--- config.mk ---
export PLATFORM = sky130hd
export DESIGN_NAME = alu_status_unit_flat
export DESIGN_NICKNAME = d
export VERILOG_FILES = /design/src/rtl/alu_pkg.sv /design/src/rtl/alu_status_unit_if.sv /design/src/rtl/sat_counter.sv /design/src/rtl/alu_status_unit.sv /design/src/flat_wrapper.sv
export SDC_FILE = /design/constraint.sdc
export NUM_CORES = 1
export LEC_CHECK = 0
export BUFFER_PORTS_ARGS = -buffer_cell sky130_fd_sc_hd__buf_2
export CAP_MARGIN = 20
export CORE_ASPECT_RATIO = 1.4
export CORE_MARGIN = 10
export CORE_UTILIZATION = 29
export DETAILED_ROUTE_END_ITERATION = 8
export GPL_ROUTABILITY_DRIVEN = 0
export SETUP_SLACK_MARGIN = 0.3
export SLEW_MARGIN = 20
export SYNTH_ARGS = -nofsm -noshare
export SYNTH_HDL_FRONTEND = slang
export SYNTH_SLANG_ARGS = --single-unit
--- constraint.sdc ---
create_clock -name clk -period 2.6 [get_ports clk]
set_clock_uncertainty 0.05 [all_clocks]
set_input_delay 0.52 -clock clk [delete_from_list [all_inputs] [get_ports clk]]
set_output_delay 0.52 -clock clk [all_outputs]
set_load 0.005 [all_outputs]
--- src/rtl/alu_pkg.sv ---
// -----------------------------------------------------------------------------
// alu_pkg
// Shared definitions for the ALU status/branch logic:
//   - ALU control codes (gin) and a legality check for them
//   - branch-condition select encodings
//   - packed Z/N/V status record
// -----------------------------------------------------------------------------
package alu_pkg;

  // ALU control codes. Codes 3'b100 and 3'b101 are undefined.
  localparam logic [2:0] ALU_AND = 3'b000;
  localparam logic [2:0] ALU_OR  = 3'b001;
  localparam logic [2:0] ALU_ADD = 3'b010;
  localparam logic [2:0] ALU_NOR = 3'b011;
  localparam logic [2:0] ALU_SUB = 3'b110;
  localparam logic [2:0] ALU_SLT = 3'b111;

  typedef enum logic [2:0] {
    BR_NEVER  = 3'b000,
    BR_EQ     = 3'b001,  // live zout
    BR_NE     = 3'b010,  // live ~zout
    BR_Z      = 3'b011,  // stored Z
    BR_N      = 3'b100,  // stored N
    BR_V      = 3'b101,  // stored V
    BR_NZ     = 3'b110,  // stored ~Z
    BR_ALWAYS = 3'b111
  } br_cond_e;

  typedef struct packed {
    logic z;
    logic n;
    logic v;
  } status_t;

  function automatic logic gin_legal(input logic [2:0] gin);
    logic ok;
    ok = 1'b0;
    case (gin)
      ALU_AND, ALU_OR, ALU_ADD, ALU_NOR, ALU_SUB, ALU_SLT: ok = 1'b1;
      default:                                             ok = 1'b0;
    endcase
    return ok;
  endfunction

endpackage

--- src/rtl/alu_status_unit_if.sv ---
// -----------------------------------------------------------------------------
// alu_status_unit_if
// Bundles the ALU-side inputs and status/branch outputs of alu_status_unit.
//   master: upstream datapath (drives instruction/flag inputs, reads status)
//   slave : alu_status_unit itself
// -----------------------------------------------------------------------------
interface alu_status_unit_if #(
  parameter int CNT_W = 8
);
  logic             instr_valid;
  logic [2:0]       gin;
  logic             zout;
  logic             nout;
  logic             vout;
  logic             flag_we;
  logic             br_en;
  logic [2:0]       br_cond;
  logic             stat_clr;
  logic             z_flag;
  logic             n_flag;
  logic             v_flag;
  logic             v_sticky;
  logic [CNT_W-1:0] ovf_count;
  logic             op_err;
  logic             take_branch;

  modport master (
    output instr_valid, gin, zout, nout, vout, flag_we, br_en, br_cond, stat_clr,
    input  z_flag, n_flag, v_flag, v_sticky, ovf_count, op_err, take_branch
  );

  modport slave (
    input  instr_valid, gin, zout, nout, vout, flag_we, br_en, br_cond, stat_clr,
    output z_flag, n_flag, v_flag, v_sticky, ovf_count, op_err, take_branch
  );
endinterface

--- src/rtl/sat_counter.sv ---
// -----------------------------------------------------------------------------
// sat_counter
// Up-counter that sticks at all-ones instead of wrapping.
//   clk     : clock
//   reset   : synchronous active-high reset
//   inc     : count up by one (ignored when saturated)
//   clr     : zero the count; wins over inc
//   count_o : current count
// -----------------------------------------------------------------------------
module sat_counter #(
  parameter int WIDTH = 8
) (
  input  logic             clk,
  input  logic             reset,
  input  logic             inc,
  input  logic             clr,
  output logic [WIDTH-1:0] count_o
);
  logic [WIDTH-1:0] count_q, count_d;

  always_comb begin
    // NOTE: default first so every path assigns count_d and no latch is inferred.
    count_d = count_q;
    if (clr)                        count_d = '0;
    else if (inc && count_q != '1)  count_d = count_q + 1'b1;
  end

  // NOTE: sequential state uses non-blocking assignment so all flops update together.
  always_ff @(posedge clk) begin
    if (reset) count_q <= '0;
    else       count_q <= count_d;
  end

  assign count_o = count_q;
endmodule

--- src/rtl/alu_status_unit.sv ---
// -----------------------------------------------------------------------------
// alu_status_unit
// Status register, overflow bookkeeping and branch resolution downstream of
// the ALU.
//   clk   : clock, all state on rising edge
//   reset : synchronous active-high reset, overrides everything
//   bus   : slave side of alu_status_unit_if
//     inputs : instr_valid, gin, zout/nout/vout, flag_we, br_en, br_cond, stat_clr
//     outputs: z/n/v_flag (stored), v_sticky, ovf_count, op_err (registered),
//              take_branch (combinational)
// -----------------------------------------------------------------------------
module alu_status_unit
  import alu_pkg::*;
#(
  parameter int CNT_W = 8
) (
  input  logic clk,
  input  logic reset,
  alu_status_unit_if.slave bus
);
  status_t          status_q, status_d;
  logic             v_sticky_q, v_sticky_d;
  logic             op_err_q, op_err_d;
  logic             upd, bad, ev;
  logic             cond;
  logic [CNT_W-1:0] ovf_count;

  assign upd = bus.instr_valid & bus.flag_we &  gin_legal(bus.gin);
  assign bad = bus.instr_valid & bus.flag_we & ~gin_legal(bus.gin);
  assign ev  = upd & bus.vout;

  always_comb begin
    status_d   = status_q;
    v_sticky_d = v_sticky_q;
    op_err_d   = op_err_q;
    if (upd) status_d = '{z: bus.zout, n: bus.nout, v: bus.vout};
    // Clear wins over a same-cycle set.
    if (bus.stat_clr)  v_sticky_d = 1'b0;
    else if (ev)       v_sticky_d = 1'b1;
    if (bus.stat_clr)  op_err_d = 1'b0;
    else if (bad)      op_err_d = 1'b1;
  end

  always_ff @(posedge clk) begin
    if (reset) begin
      status_q   <= '0;
      v_sticky_q <= 1'b0;
      op_err_q   <= 1'b0;
    end else begin
      status_q   <= status_d;
      v_sticky_q <= v_sticky_d;
      op_err_q   <= op_err_d;
    end
  end

  sat_counter #(.WIDTH(CNT_W)) u_ovf_cnt (
    .clk     (clk),
    .reset   (reset),
    .inc     (ev),
    .clr     (bus.stat_clr),
    .count_o (ovf_count)
  );

  // Stored-flag conditions read status_q, i.e. the value before any update
  // committing at this edge.
  always_comb begin
    cond = 1'b0;
    case (br_cond_e'(bus.br_cond))
      BR_NEVER:  cond = 1'b0;
      BR_EQ:     cond = bus.zout;
      BR_NE:     cond = ~bus.zout;
      BR_Z:      cond = status_q.z;
      BR_N:      cond = status_q.n;
      BR_V:      cond = status_q.v;
      BR_NZ:     cond = ~status_q.z;
      BR_ALWAYS: cond = 1'b1;
    endcase
  end

  assign bus.take_branch = ~reset & bus.instr_valid & bus.br_en & cond;
  assign bus.z_flag      = status_q.z;
  assign bus.n_flag      = status_q.n;
  assign bus.v_flag      = status_q.v;
  assign bus.v_sticky    = v_sticky_q;
  assign bus.ovf_count   = ovf_count;
  assign bus.op_err      = op_err_q;
endmodule

--- src/flat_wrapper.sv ---
// flat-port wrapper written by rule: the top's interface ports become plain ports
module alu_status_unit_flat import alu_pkg::*;
#(
  parameter int CNT_W = 8
)
  (clk, reset, bus_instr_valid, bus_gin, bus_zout, bus_nout, bus_vout, bus_flag_we, bus_br_en, bus_br_cond, bus_stat_clr, bus_z_flag, bus_n_flag, bus_v_flag, bus_v_sticky, bus_ovf_count, bus_op_err, bus_take_branch);
  alu_status_unit_if #(.CNT_W(CNT_W)) bus_i ();
  input  logic clk;
  input  logic reset;
  input wire logic [$bits(bus_i.instr_valid)-1:0] bus_instr_valid;
  input wire logic [$bits(bus_i.gin)-1:0] bus_gin;
  input wire logic [$bits(bus_i.zout)-1:0] bus_zout;
  input wire logic [$bits(bus_i.nout)-1:0] bus_nout;
  input wire logic [$bits(bus_i.vout)-1:0] bus_vout;
  input wire logic [$bits(bus_i.flag_we)-1:0] bus_flag_we;
  input wire logic [$bits(bus_i.br_en)-1:0] bus_br_en;
  input wire logic [$bits(bus_i.br_cond)-1:0] bus_br_cond;
  input wire logic [$bits(bus_i.stat_clr)-1:0] bus_stat_clr;
  output wire logic [$bits(bus_i.z_flag)-1:0] bus_z_flag;
  output wire logic [$bits(bus_i.n_flag)-1:0] bus_n_flag;
  output wire logic [$bits(bus_i.v_flag)-1:0] bus_v_flag;
  output wire logic [$bits(bus_i.v_sticky)-1:0] bus_v_sticky;
  output wire logic [$bits(bus_i.ovf_count)-1:0] bus_ovf_count;
  output wire logic [$bits(bus_i.op_err)-1:0] bus_op_err;
  output wire logic [$bits(bus_i.take_branch)-1:0] bus_take_branch;
  assign bus_i.instr_valid = bus_instr_valid;
  assign bus_i.gin = bus_gin;
  assign bus_i.zout = bus_zout;
  assign bus_i.nout = bus_nout;
  assign bus_i.vout = bus_vout;
  assign bus_i.flag_we = bus_flag_we;
  assign bus_i.br_en = bus_br_en;
  assign bus_i.br_cond = bus_br_cond;
  assign bus_i.stat_clr = bus_stat_clr;
  assign bus_z_flag = bus_i.z_flag;
  assign bus_n_flag = bus_i.n_flag;
  assign bus_v_flag = bus_i.v_flag;
  assign bus_v_sticky = bus_i.v_sticky;
  assign bus_ovf_count = bus_i.ovf_count;
  assign bus_op_err = bus_i.op_err;
  assign bus_take_branch = bus_i.take_branch;
  alu_status_unit #(.CNT_W(CNT_W)) u_core (.clk(clk), .reset(reset), .bus(bus_i));
endmodule
# ---- After elaboration in Yosys (flattened, before gate mapping)
# Index checks and enable logic that the tools add are counted.
dict set report op_classes {
  add_sub_neg 1
  bitwise 11
  eq_ne 13
  n_reduce_logical 5
  muxes 2
}
# op n
set op_table {}
lappend op_table {{$eq 3x3->1 const B} 6}
lappend op_table {{$eq 3x2->1 const B} 4}
lappend op_table {{$add 8x1->8 const B} 1}
lappend op_table {{$ne 8x8->1 const B} 1}
lappend op_table {{$pmux 1 s8} 1}
lappend op_table {{$and 1x1->1} 7}
lappend op_table {{$eq 3x1->1 const B} 2}
lappend op_table {{$logic_not 3->1} 2}
lappend op_table {{$reduce_or 6->1} 1}
lappend op_table {{$not 1->1} 4}
lappend op_table {{$reduce_or 2->1} 1}
lappend op_table {{$logic_and 1x1->1} 1}
lappend op_table {{$mux 1} 1}
dict set report word_totals {
  inputBits 15
  regBits 13
  out_inout_bits 14
  wordCells 38
}

# ---- Longest topological paths before layout
# Gate-level depths: netlist of run 1.
dict set report depth {
  word_depth 6
  depth_mapped 5
  mapped_depth_nobuf 5
}

# ---- Hierarchy
# A second synthesis of run 1 with hierarchy kept.
dict set report unflattened {
  cells_unflattened 79
  hier_area_um2 701.9
}
# mod area_each_um2 n_inst seq_area_each_um2 cells_per_inst
set by_module_without_submodules {}
lappend by_module_without_submodules {sat_counter 435.4 1 160.2 47}
lappend by_module_without_submodules {alu_status_unit 266.5 1 100.1 32}

# ---- Least setup slack after synthesis of run 1
# Ideal clock, no wire load.
dict set report synth_path {
  path_type {input to output}
  from {input bus_zout}
  to {output bus_take_branch}
  t_arrival_ns 1.475
  t_required_ns 2.030
  n_path_buf 0
  slack_ns 0.555
  path_stages 3
  path_cell_list {or2_2 mux4_2 a211oi_1}
}
dict set report synth_via {
  elab_chain_cells 3
}
# item line
set synth_rtl {}
lappend synth_rtl {{from (decl)} flat_wrapper.sv:12} ;# input wire logic [$bits(bus_i.zout)-1:0] bus_zout;
lappend synth_rtl {{$not 1->1} alu_status_unit.sv:71} ;# BR_NE: cond = ~bus.zout;
lappend synth_rtl {{$pmux 1 s8 (*)} alu_status_unit.sv:68} ;# case (br_cond_e'(bus.br_cond))
lappend synth_rtl {{$and 1x1->1 (*)} alu_status_unit.sv:80} ;# assign bus.take_branch = ~reset & bus.instr_valid & bus.br_en & cond;
lappend synth_rtl {{to (decl)} flat_wrapper.sv:25} ;# output wire logic [$bits(bus_i.take_branch)-1:0] bus_take_branch;
# Every way passes the cells marked *; elsewhere a longest branch is shown, timed or not.

# ---- Worst setup path in the final report of run 1
dict set report layout_path {
  from {input bus_br_cond[0]}
  to {output bus_take_branch}
}
dict set report layout_via {
  elab_chain_cells 3
  elab_cells_between_ends 10
  classes_between {eq/ne (7); mux (1); bitwise (1); reduce/logical (1)}
}
# item line
set layout_rtl {}
lappend layout_rtl {{from (decl)} flat_wrapper.sv:17} ;# input wire logic [$bits(bus_i.br_cond)-1:0] bus_br_cond;
lappend layout_rtl {{$eq 3x3->1 (tied with other cells)} alu_status_unit.sv:68}
lappend layout_rtl {{$pmux 1 s8 (*)} alu_status_unit.sv:68}
lappend layout_rtl {{$and 1x1->1 (*)} alu_status_unit.sv:80}
# Marks and branches as above.

==> metrics, run 1 <==
share of the cycle needed by the critical path after routing=86.0%; via count of the first global-routing pass=704; area of combinational cells with multiple inputs=395 um^2; Worst EP required=2.03 ns; CTS tree=yes; antenna fix cells=0; relative slew slack=62.7%; Nets=121; top fanout value on the critical path=4; Synth async-reset ratio=0%; count of vias placed by the detailed router=673; slew of the pin with the lowest slew margin=0.558 ns; number of DRC violations after detailed-routing iteration 0=3; share of post-route cells with drive strength above 1=38.5%; Maximum Capacitance Violations=0; clock insertion delay at the later pin of the skew report=0.27 ns; Worst path most repeated cell=sky130_fd_sc_hd__buf_2; final setup violation count=0; slowest library cell on the worst path=sky130_fd_sc_hd__mux4_2; count of unique library cells instantiated by Yosys=29; Period minus WS final=2.24 ns; most instantiated library cell after synthesis=sky130_fd_sc_hd__dfxtp_1; kind of end point of the critical path=output port; average instance area after synthesis=8.91 um^2; full die area=4610 um^2; number of cells produced by synthesis=74; overall track demand over capacity in global routing=8.28%; wire per inst=14.4 um; worst stage delay on the critical path=0.45 ns; area share of the largest cell type after synthesis=39.5%; number of H-tree levels=1; Residual DRC=0; Synth area leader=sky130_fd_sc_hd__dfxtp_1; drt first pass iters=2; flip-flop and latch count after synthesis=13; path type of the worst min-delay path=input pin to flip-flop; cell row count=20; count of clock tree sinks=13; core area=2180 um^2; wire length of the first global-routing pass=3110 um; Die H=76.4 um; cell area after synthesis=659 um^2; critical path, cell by cell=buf_2 > or2_4 > mux4_2 > a211oi_2 > buf_2; wire length after detailed routing=1810 um; starting density of the core=30.3%; Total Neg Setup Slack=0 ns; result of the run=complete, no violations; Post-Syn Nets=90; clock root buffer master=sky130_fd_sc_hd__clkbuf_4; share of synthesized area occupied by flip-flops and latches=39.5%; number of CTS-inserted buffers=3; total of buffers placed on input and output ports=27; number of inserted filler cells in the final layout=246; Area growth, synth to finish=30.2%; total setup buffers inserted after CTS=0; Startpoint Class=input pin; CP arrival=1.67 ns; PwrDens=435 nW/um^2; Congestion Overflow GR=0; Slew Viols, Final=0; Ports=29; clock slew seen by the registers of the worst setup and hold paths=0.08 ns; number of vias per cell after detailed routing=5.34; antenna violations before repair=0; number of enable flip-flop cells after synthesis=0; leakage power of the design=0.346 nW; most used standard cells in the synthesized netlist=13 x sky130_fd_sc_hd__dfxtp_1, 9 x sky130_fd_sc_hd__a21oi_1, 6 x sky130_fd_sc_hd__nand2_1, 6 x sky130_fd_sc_hd__nor2_1, 4 x sky130_fd_sc_hd__o31ai_1; highest clock rate=0.447 GHz; category of the most critical setup path=input pin to output port; RSZ-0062 raised after global routing=no; peak supply drop=0.000200 V; estimated wirelength of the detail-placed design=1460 um; DRT antenna net count=0; CTS hold repair buffers=0; cell types with the largest area share after synthesis=sky130_fd_sc_hd__dfxtp_1 39%, sky130_fd_sc_hd__a21oi_1 6.8%, sky130_fd_sc_hd__o31ai_1 4.6%, sky130_fd_sc_hd__mux4_2 3.4%, sky130_fd_sc_hd__nand2_1 3.4%; Final Hold Viols=0; maximum number of buffers from clock root to sink=2; Sequential cell area=260 um^2; Finished Core Util=39.4%; Syn. warnings=0; commonest register cell after synthesis=sky130_fd_sc_hd__dfxtp_1; largest net degree at the start of global routing=11; floorplan die width=60.3 um
[sequential cells by signal, summed over array words and instances, names as in the netlist]
name and count:
u_core.bus.v_sticky 1, u_core.u_ovf_cnt.count_o 8, u_core.bus.z_flag 1, u_core.bus.v_flag 1
u_core.bus.op_err 1, u_core.bus.n_flag 1
[final timing paths]
check,startpoint,end,slack [ns],cells past startpoint
max reg2reg,u_core.u_ovf_cnt.count_o[0],u_core.u_ovf_cnt.count_o[0],1.04,5
min,reset,u_core.bus.v_flag,0.43,2
max,bus_br_cond[0],bus_take_branch,0.36,5
min reg2reg,u_core.bus.op_err,u_core.bus.op_err,0.43,2
[worst max-delay path: cells and delay by family]
family | cells | cell delay [ns]
multiplexers | 1 | 0.45
AO/OA/AOI/OAI | 1 | 0.22
buffers and inverters | 2 | 0.26
AND/OR/NAND/NOR | 1 | 0.21
[logic make-up after synthesis]
logic type,count (synthesis),share of synthesized area [%]
adder cells (fa/ha/maj),1,1.90
AND/OR/NAND/NOR,34,32.1
AO/OA/AOI/OAI,20,18.4
buffers and inverters,3,1.71
flip-flops,13,39.5
multiplexers,3,6.45
[power by group]
group	total (mW)	switching, mW	internal, mW	leakage, nW
clock	0.127	0.0678	0.0594	0.0150
sequential	0.204	0.00223	0.202	0.105
combinational	0.0422	0.0208	0.0214	0.225
[layout by cell type, fill, tap and decap left out, types with 2 or more instances in the layout]
cell	count
sky130_fd_sc_hd__mux2i_1	2
sky130_fd_sc_hd__nand2b_1	2
sky130_fd_sc_hd__a21oi_1	9
sky130_fd_sc_hd__nand4_1	2
sky130_fd_sc_hd__o21ai_0	3
sky130_fd_sc_hd__or3_2	2
sky130_fd_sc_hd__dfxtp_1	13
sky130_fd_sc_hd__nand3_1	2
sky130_fd_sc_hd__or3_1	3
sky130_fd_sc_hd__o31ai_1	4
sky130_fd_sc_hd__nor2_1	6
sky130_fd_sc_hd__inv_1	2
sky130_fd_sc_hd__nand2_1	6
sky130_fd_sc_hd__or4_1	2
sky130_fd_sc_hd__buf_2	26
sky130_fd_sc_hd__clkbuf_4	3
[stage by stage]
stage | instance area (um^2) | cells | setup slack [ns] | total power, mW | hold slack, ns
final | 858 | 126 | 0.365 | 0.373 | 0.428
after global routing | 858 | 126 | 0.300 | 0.393 | 0.434
after CTS | 850 | 126 | 0.331 | 0.378 | 0.418
after detailed placement | 818 | 122 | 0.312 | 0.249 | 0.413
after global placement | 818 | 122 | 0.342 | 0.248 | 0.401
after floorplan | 659 | 74 | 0.555 | 0.227 | 0.411
[metal layers]
metal	up-vias	global-route usage [%]	wire length [um]
li1	343	-	-
met1	309	9.23	720
met2	19	12.8	894
met3	2	4.00	184
met4	0	3.38	13
met5	-	0	0
[repair_timing]
item	4_1_cts	5_1_grt
setup endpoints to repair	1	1
gates resized for setup	1	2
pin swaps	0	1
cloned	0	0
[cell type report]
| class | count | area share (%) |
|---|---|---|
| multi-input cells | 58 | 46.1 |
| flip-flops and latches | 13 | 30.3 |
| repair buffers | 27 | 16.5 |
| well taps | 22 | 3.21 |
| clock buffers | 4 | 3.06 |
| inverters | 2 | 0.875 |
Note: power is estimated with default switching activity, not from simulation.
==> run 2: changes to the inputs <==
Settings changed: CAP_MARGIN 20 to not set, CORE_ASPECT_RATIO 1.4 to not set, CORE_UTILIZATION 29 to 48, PLACE_DENSITY set to 0.81.
==> metrics, run 2 (synthesis results as in run 1) <==
result of the run=complete, no violations; Maximum Capacitance Violations=0 (unchanged); Die H=57.1 um (-25%); category of the most critical setup path=input pin to output port; PwrDens=436 nW/um^2 (+0.15%); CTS tree=yes; Area growth, synth to finish=29.8%; Congestion Overflow GR=0 (unchanged); Final Hold Slack=0.409 ns (-0.0187 ns); power dissipated by switching net loads=0.0892 mW (-1.8%); cell row count=13 (-35%); count of clock tree sinks=13 (unchanged); clock slew seen by the registers of the worst setup and hold paths=0.08 ns (about the same); RSZ-0062 raised after global routing=no; area of combinational cells with multiple inputs=395 um^2 (unchanged); Clock power frac=33.7% (-0.4 points); combinational fraction of design power=11.5% (+0.2 points); Sequential cell area=260 um^2 (unchanged); number of DRC violations after detailed-routing iteration 0=14 (+11); total of buffers placed on input and output ports=27 (unchanged); overall track demand over capacity in global routing=9.60% (+1.3 points); final setup violation count=0 (unchanged); share of the cycle needed by the critical path after routing=86.2% (+0.21 points); Post-Layout Inst Area=856 um^2 (-0.29%); total setup buffers inserted after CTS=0 (unchanged); leakage power of the design=0.348 nW (+0.61%); peak supply drop=0.000289 V (+45%); worst-case setup margin in the final layout=0.359 ns (-0.00559 ns); Residual DRC=0 (unchanged); via count of the first global-routing pass=669 (-5.0%); Period minus WS final=2.24 ns (+0.00559 ns); clock insertion delay at the later pin of the skew report=0.28 ns (about the same); drt first pass iters=4 (+2); full die area=3260 um^2 (-29%); slew of the pin with the lowest slew margin=0.527 ns (-0.0306 ns); Total Neg Setup Slack=0 ns (unchanged); number of H-tree levels=1 (unchanged); kind of end point of the critical path=output port; placed insts=115 (-5.7%); Nets=121 (unchanged); top fanout value on the critical path=3 (-1); share of post-route cells with drive strength above 1=38.5% (unchanged); wire per inst=14.3 um (-0.89%); internal cell power=0.284 mW (+0.39%); Largest register FFs=8 (unchanged); starting density of the core=50.7% (+20 points); Final Hold Viols=0 (unchanged); antenna fix cells=0 (unchanged); floorplan die width=57.1 um (-5.4%); sequential power share=54.7% (about the same); Post-DP Area=810 um^2 (-1.1%); wire length after detailed routing=1700 um (-6.4%); antenna violations before repair=0 (unchanged); clock root buffer master=sky130_fd_sc_hd__clkbuf_4; largest net degree at the start of global routing=11 (unchanged); number of inserted filler cells in the final layout=113 (-54%); non-filler instance count after layout=119 (-5.6%); estimated wirelength of the detail-placed design=1340 um (-7.9%); Slew Viols, Final=0 (unchanged); Worst EP required=2.03 ns (about the same); wire length of the first global-routing pass=2690 um (-14%); Ports=29 (unchanged); number of CTS-inserted buffers=3 (unchanged); CP arrival=1.67 ns (about the same); switching fraction of total power=23.9% (-0.41 points); leading cell type in the layout, fill and taps excluded=sky130_fd_sc_hd__buf_2; maximum number of buffers from clock root to sink=2 (unchanged); core area=1300 um^2 (-40%); leading cell types in the layout, fill and taps excluded=25 x sky130_fd_sc_hd__buf_2, 13 x sky130_fd_sc_hd__dfxtp_1, 9 x sky130_fd_sc_hd__a21oi_1; count of vias placed by the detailed router=690 (+2.5%); DRT antenna net count=0 (unchanged); post-placement worst setup slack=0.309 ns (-0.00262 ns); path type of the worst min-delay path=input pin to flip-flop; relative slew slack=64.7% (+2.0 points); highest clock rate=0.446 GHz (-0.25%); number of vias per cell after detailed routing=5.80 (+8.6%); Startpoint Class=input pin
[run 2: path summary, 6_finish.rpt]
path	end	cells past startpoint	slack, ns	start
setup / recovery	bus_take_branch	5	0.36	bus_zout
hold / removal	u_core.bus.v_flag	2	0.41	reset
setup reg to reg	u_core.u_ovf_cnt.count_o[0]	5	1.07	u_core.u_ovf_cnt.count_o[0]
hold reg to reg	u_core.bus.v_sticky	2	0.43	u_core.bus.v_sticky
[run 2: final cells by class]
| cell class | instances | area share (%) |
|---|---|---|
| Timing Repair Buffer | 27 | 17.3 |
| Multi-Input combinational cell | 58 | 46.2 |
| Clock buffer | 4 | 3.07 |
| Tap cell | 15 | 2.19 |
| Inverter | 2 | 0.877 |
| Sequential cell | 13 | 30.4 |
[run 2: worst max-delay path, stage by stage]
cell and delay [ns]:
sky130_fd_sc_hd__buf_6 0.10, sky130_fd_sc_hd__or2_4 0.23, sky130_fd_sc_hd__mux4_2 0.46, sky130_fd_sc_hd__a211oi_2 0.22, sky130_fd_sc_hd__buf_2 0.15
[run 2: layer usage]
layer	up-vias	share of wire, %	GRT usage [%]
met5	-	0	0
met4	0	1.8	4.03
met3	5	5.7	3.10
met2	21	48	15.5
met1	323	45	11.3
li1	341	-	-
[run 2: per-stage QoR]
stage	utilization (%)	power (mW)
3_5_place_dp	62.2	0.248
3_3_place_gp	62.2	0.247
2_1_floorplan	-	0.227
4_1_cts	64.6	0.372
6_report	65.8	0.373
5_1_grt	65.8	0.385
[run 2: timing repair]
item	4_1_cts	5_1_grt
hold buffers	0	0
setup endpoints to repair	1	1
pin swaps	0	1
hold endpoints to repair	0	0
gates resized for setup	1	3
[run 2: power by group through the flow]
stage                     Sequential [mW]  Clock (mW)  Combinational (mW)
after global placement              0.209           0              0.0385
after floorplan                     0.209           0              0.0184
after detailed placement            0.209           0              0.0397
after CTS                           0.204       0.128              0.0407
final                               0.204       0.126              0.0430
after global routing                0.204       0.133              0.0475
==> run 3: changes to the inputs <==
Settings changed: CELL_PAD_IN_SITES_DETAIL_PLACEMENT set to 1, CELL_PAD_IN_SITES_GLOBAL_PLACEMENT set to 2, CORE_ASPECT_RATIO set to 1.4, CORE_UTILIZATION 48 to 27, PLACE_DENSITY 0.81 to not set, PLACE_DENSITY_LB_ADDON set to 0.1.
==> metrics, run 3 (synthesis results as in run 1) <==
number of DRC violations after detailed-routing iteration 0=7 (-7); Residual DRC=0 (unchanged); DRT antenna net count=0 (unchanged); total of buffers placed on input and output ports=27 (unchanged); Congestion Overflow GR=0 (unchanged); clock root buffer master=sky130_fd_sc_hd__clkbuf_4; leakage power of the design=0.343 nW (-1.2%); slew of the pin with the lowest slew margin=0.546 ns (+0.0188 ns); floorplan die width=61.8 um (+8.2%); full die area=4850 um^2 (+49%); core area=2360 um^2 (+82%); total setup buffers inserted after CTS=0 (unchanged); non-filler instance count after layout=127 (+6.7%); category of the most critical setup path=input pin to output port; startpoint of the tightest hold check path=reset; final setup violation count=0 (unchanged); wire length after detailed routing=1960 um (+15%); worst reg2reg startpoint=u_core.u_ovf_cnt.count_o[0]; met3 track utilization from global routing=3.86% (+0.77 points); Worst EP required=2.03 ns (about the same); leading cell type in the layout, fill and taps excluded=sky130_fd_sc_hd__buf_2; Nets=121 (unchanged); worst hold path endpoint=u_core.bus.n_flag; path type of the worst min-delay path=input pin to flip-flop; overall track demand over capacity in global routing=8.87% (-0.73 points); number of H-tree levels=1 (unchanged); leading cell types in the layout, fill and taps excluded=27 x sky130_fd_sc_hd__buf_2, 13 x sky130_fd_sc_hd__dfxtp_1, 9 x sky130_fd_sc_hd__a21oi_1; combinational fraction of design power=11.0% (-0.5 points); setup slack, reg-to-reg=1.02 ns (-0.05 ns); clock slew seen by the registers of the worst setup and hold paths=0.09 ns (about the same); Final Hold Viols=0 (unchanged); share of post-route cells with drive strength above 1=38.5% (unchanged); Total Neg Setup Slack=0 ns (unchanged); CP arrival=1.67 ns (about the same); cell row count=21 (+8); largest net degree at the start of global routing=11 (unchanged); relative slew slack=63.5% (-1.3 points); slowest library cell on the worst path=sky130_fd_sc_hd__mux4_2; result of the run=complete, no violations; logic depth of the worst register-to-register path=5 (unchanged); Slew Viols, Final=0 (unchanged); most heavily used metal layer in global routing=met2; Clock power frac=34.7% (+1.0 points); top fanout value on the critical path=3 (unchanged); internal cell power=0.282 mW (-0.69%); GR Layer Usage met1=8.34% (-3.0 points); Worst Hold Path Cells=2 (unchanged); CTS tree=yes; antenna fix cells=0 (unchanged); sequential power share=54.4% (-0.3 points); placed insts=123 (+7.0%); starting density of the core=27.9% (-23 points); highest clock rate=0.446 GHz (about the same); wire per inst=15.4 um (+8.0%); Finished Core Util=36.1% (-30 points); wire length of the first global-routing pass=3330 um (+24%); critical register-to-register path endpoint=u_core.u_ovf_cnt.count_o[3]; kind of end point of the critical path=output port; Worst path most repeated cell=sky130_fd_sc_hd__buf_2; PwrDens=440 nW/um^2 (+0.93%); Area growth, synth to finish=29.4%; worst stage delay on the critical path=0.46 ns (about the same); Largest register FFs=8 (unchanged); Ports=29 (unchanged); Period minus WS final=2.24 ns (+0.00195 ns); via count of the first global-routing pass=787 (+18%); Maximum Capacitance Violations=0 (unchanged); critical path, cell by cell=buf_2 > or2_4 > mux4_2 > a211oi_2 > buf_2; maximum number of buffers from clock root to sink=2 (unchanged); antenna violations before repair=0 (unchanged); Startpoint Class=input pin; number of inserted filler cells in the final layout=303 (+170%); number of vias per cell after detailed routing=5.41 (-6.7%); number of CTS-inserted buffers=3 (unchanged); share of the cycle needed by the critical path after routing=86.3% (about the same); count of clock tree sinks=13 (unchanged); switching fraction of total power=24.9% (+1.0 points); drt first pass iters=2 (-2); estimated wirelength of the detail-placed design=1570 um (+17%); RSZ-0062 raised after global routing=no; M2 GR Usage=15.7% (+0.15 points); power dissipated by switching net loads=0.0935 mW (+4.8%); clock insertion delay at the later pin of the skew report=0.28 ns (about the same); peak supply drop=0.000221 V (-24%); count of vias placed by the detailed router=687 (-0.43%); Die H=78.5 um (+38%)
## run 3: cell counts in the layout (fill, tap and decap cells not counted)
Identical to the previous run, type by type.
## run 3: what timing repair did
action	4_1_cts	5_1_grt
hold buffers	0	0
gates resized for setup	0	2
setup endpoints to repair	0	1
## run 3: final cells by class
| class | instances | area (um^2) | area share, % |
|---|---|---|---|
| Clock buffer | 4 | 26.3 | 3.08 |
| Inverter | 2 | 7.51 | 0.880 |
| Multi-Input combinational cell | 58 | 395 | 46.3 |
| Sequential cell | 13 | 260 | 30.5 |
| Tap cell | 23 | 28.8 | 3.37 |
| Timing Repair Buffer | 27 | 135 | 15.8 |
## run 3: how the worst max path moves through the flow
stage               startpoint              end  slack, ns  depth (start not counted)
floorplan             bus_zout  bus_take_branch       0.56                          3
global placement      bus_zout  bus_take_branch       0.33                          5
detailed placement    bus_zout  bus_take_branch       0.32                          5
CTS                   bus_zout  bus_take_branch       0.32                          5
global route          bus_zout  bus_take_branch       0.30                          5
finish                bus_zout  bus_take_branch       0.36                          5
## run 3: through the flow
stage	setup slack, ns	instance area [um^2]	hold WS [ns]	power (mW)
after global placement	0.330	820	0.399	0.249
after CTS	0.316	846	0.412	0.382
final	0.357	853	0.423	0.375
after floorplan	0.555	659	0.411	0.227
after global routing	0.304	853	0.427	0.394
after detailed placement	0.323	820	0.419	0.250
## run 3: critical path: cells and delay by family
family	cells	cell delay, ns
compound gates	1	0.21
buf+inv	2	0.25
mux	1	0.46
simple gates	1	0.23
## run 3: power groups by stage
stage          Sequential (mW)  Clock, mW  Combinational, mW
2_1_floorplan            0.209          0             0.0184
3_5_place_dp             0.209          0             0.0407
4_1_cts                  0.204      0.137             0.0408
6_report                 0.204      0.130             0.0411
3_3_place_gp             0.209          0             0.0400
5_1_grt                  0.205      0.143             0.0467
## run 3: layer usage
metal	wire, um	vias up
li1	-	339
met2	1020	20
met1	738	326
met3	174	2
met5	0	-
met4	19	0
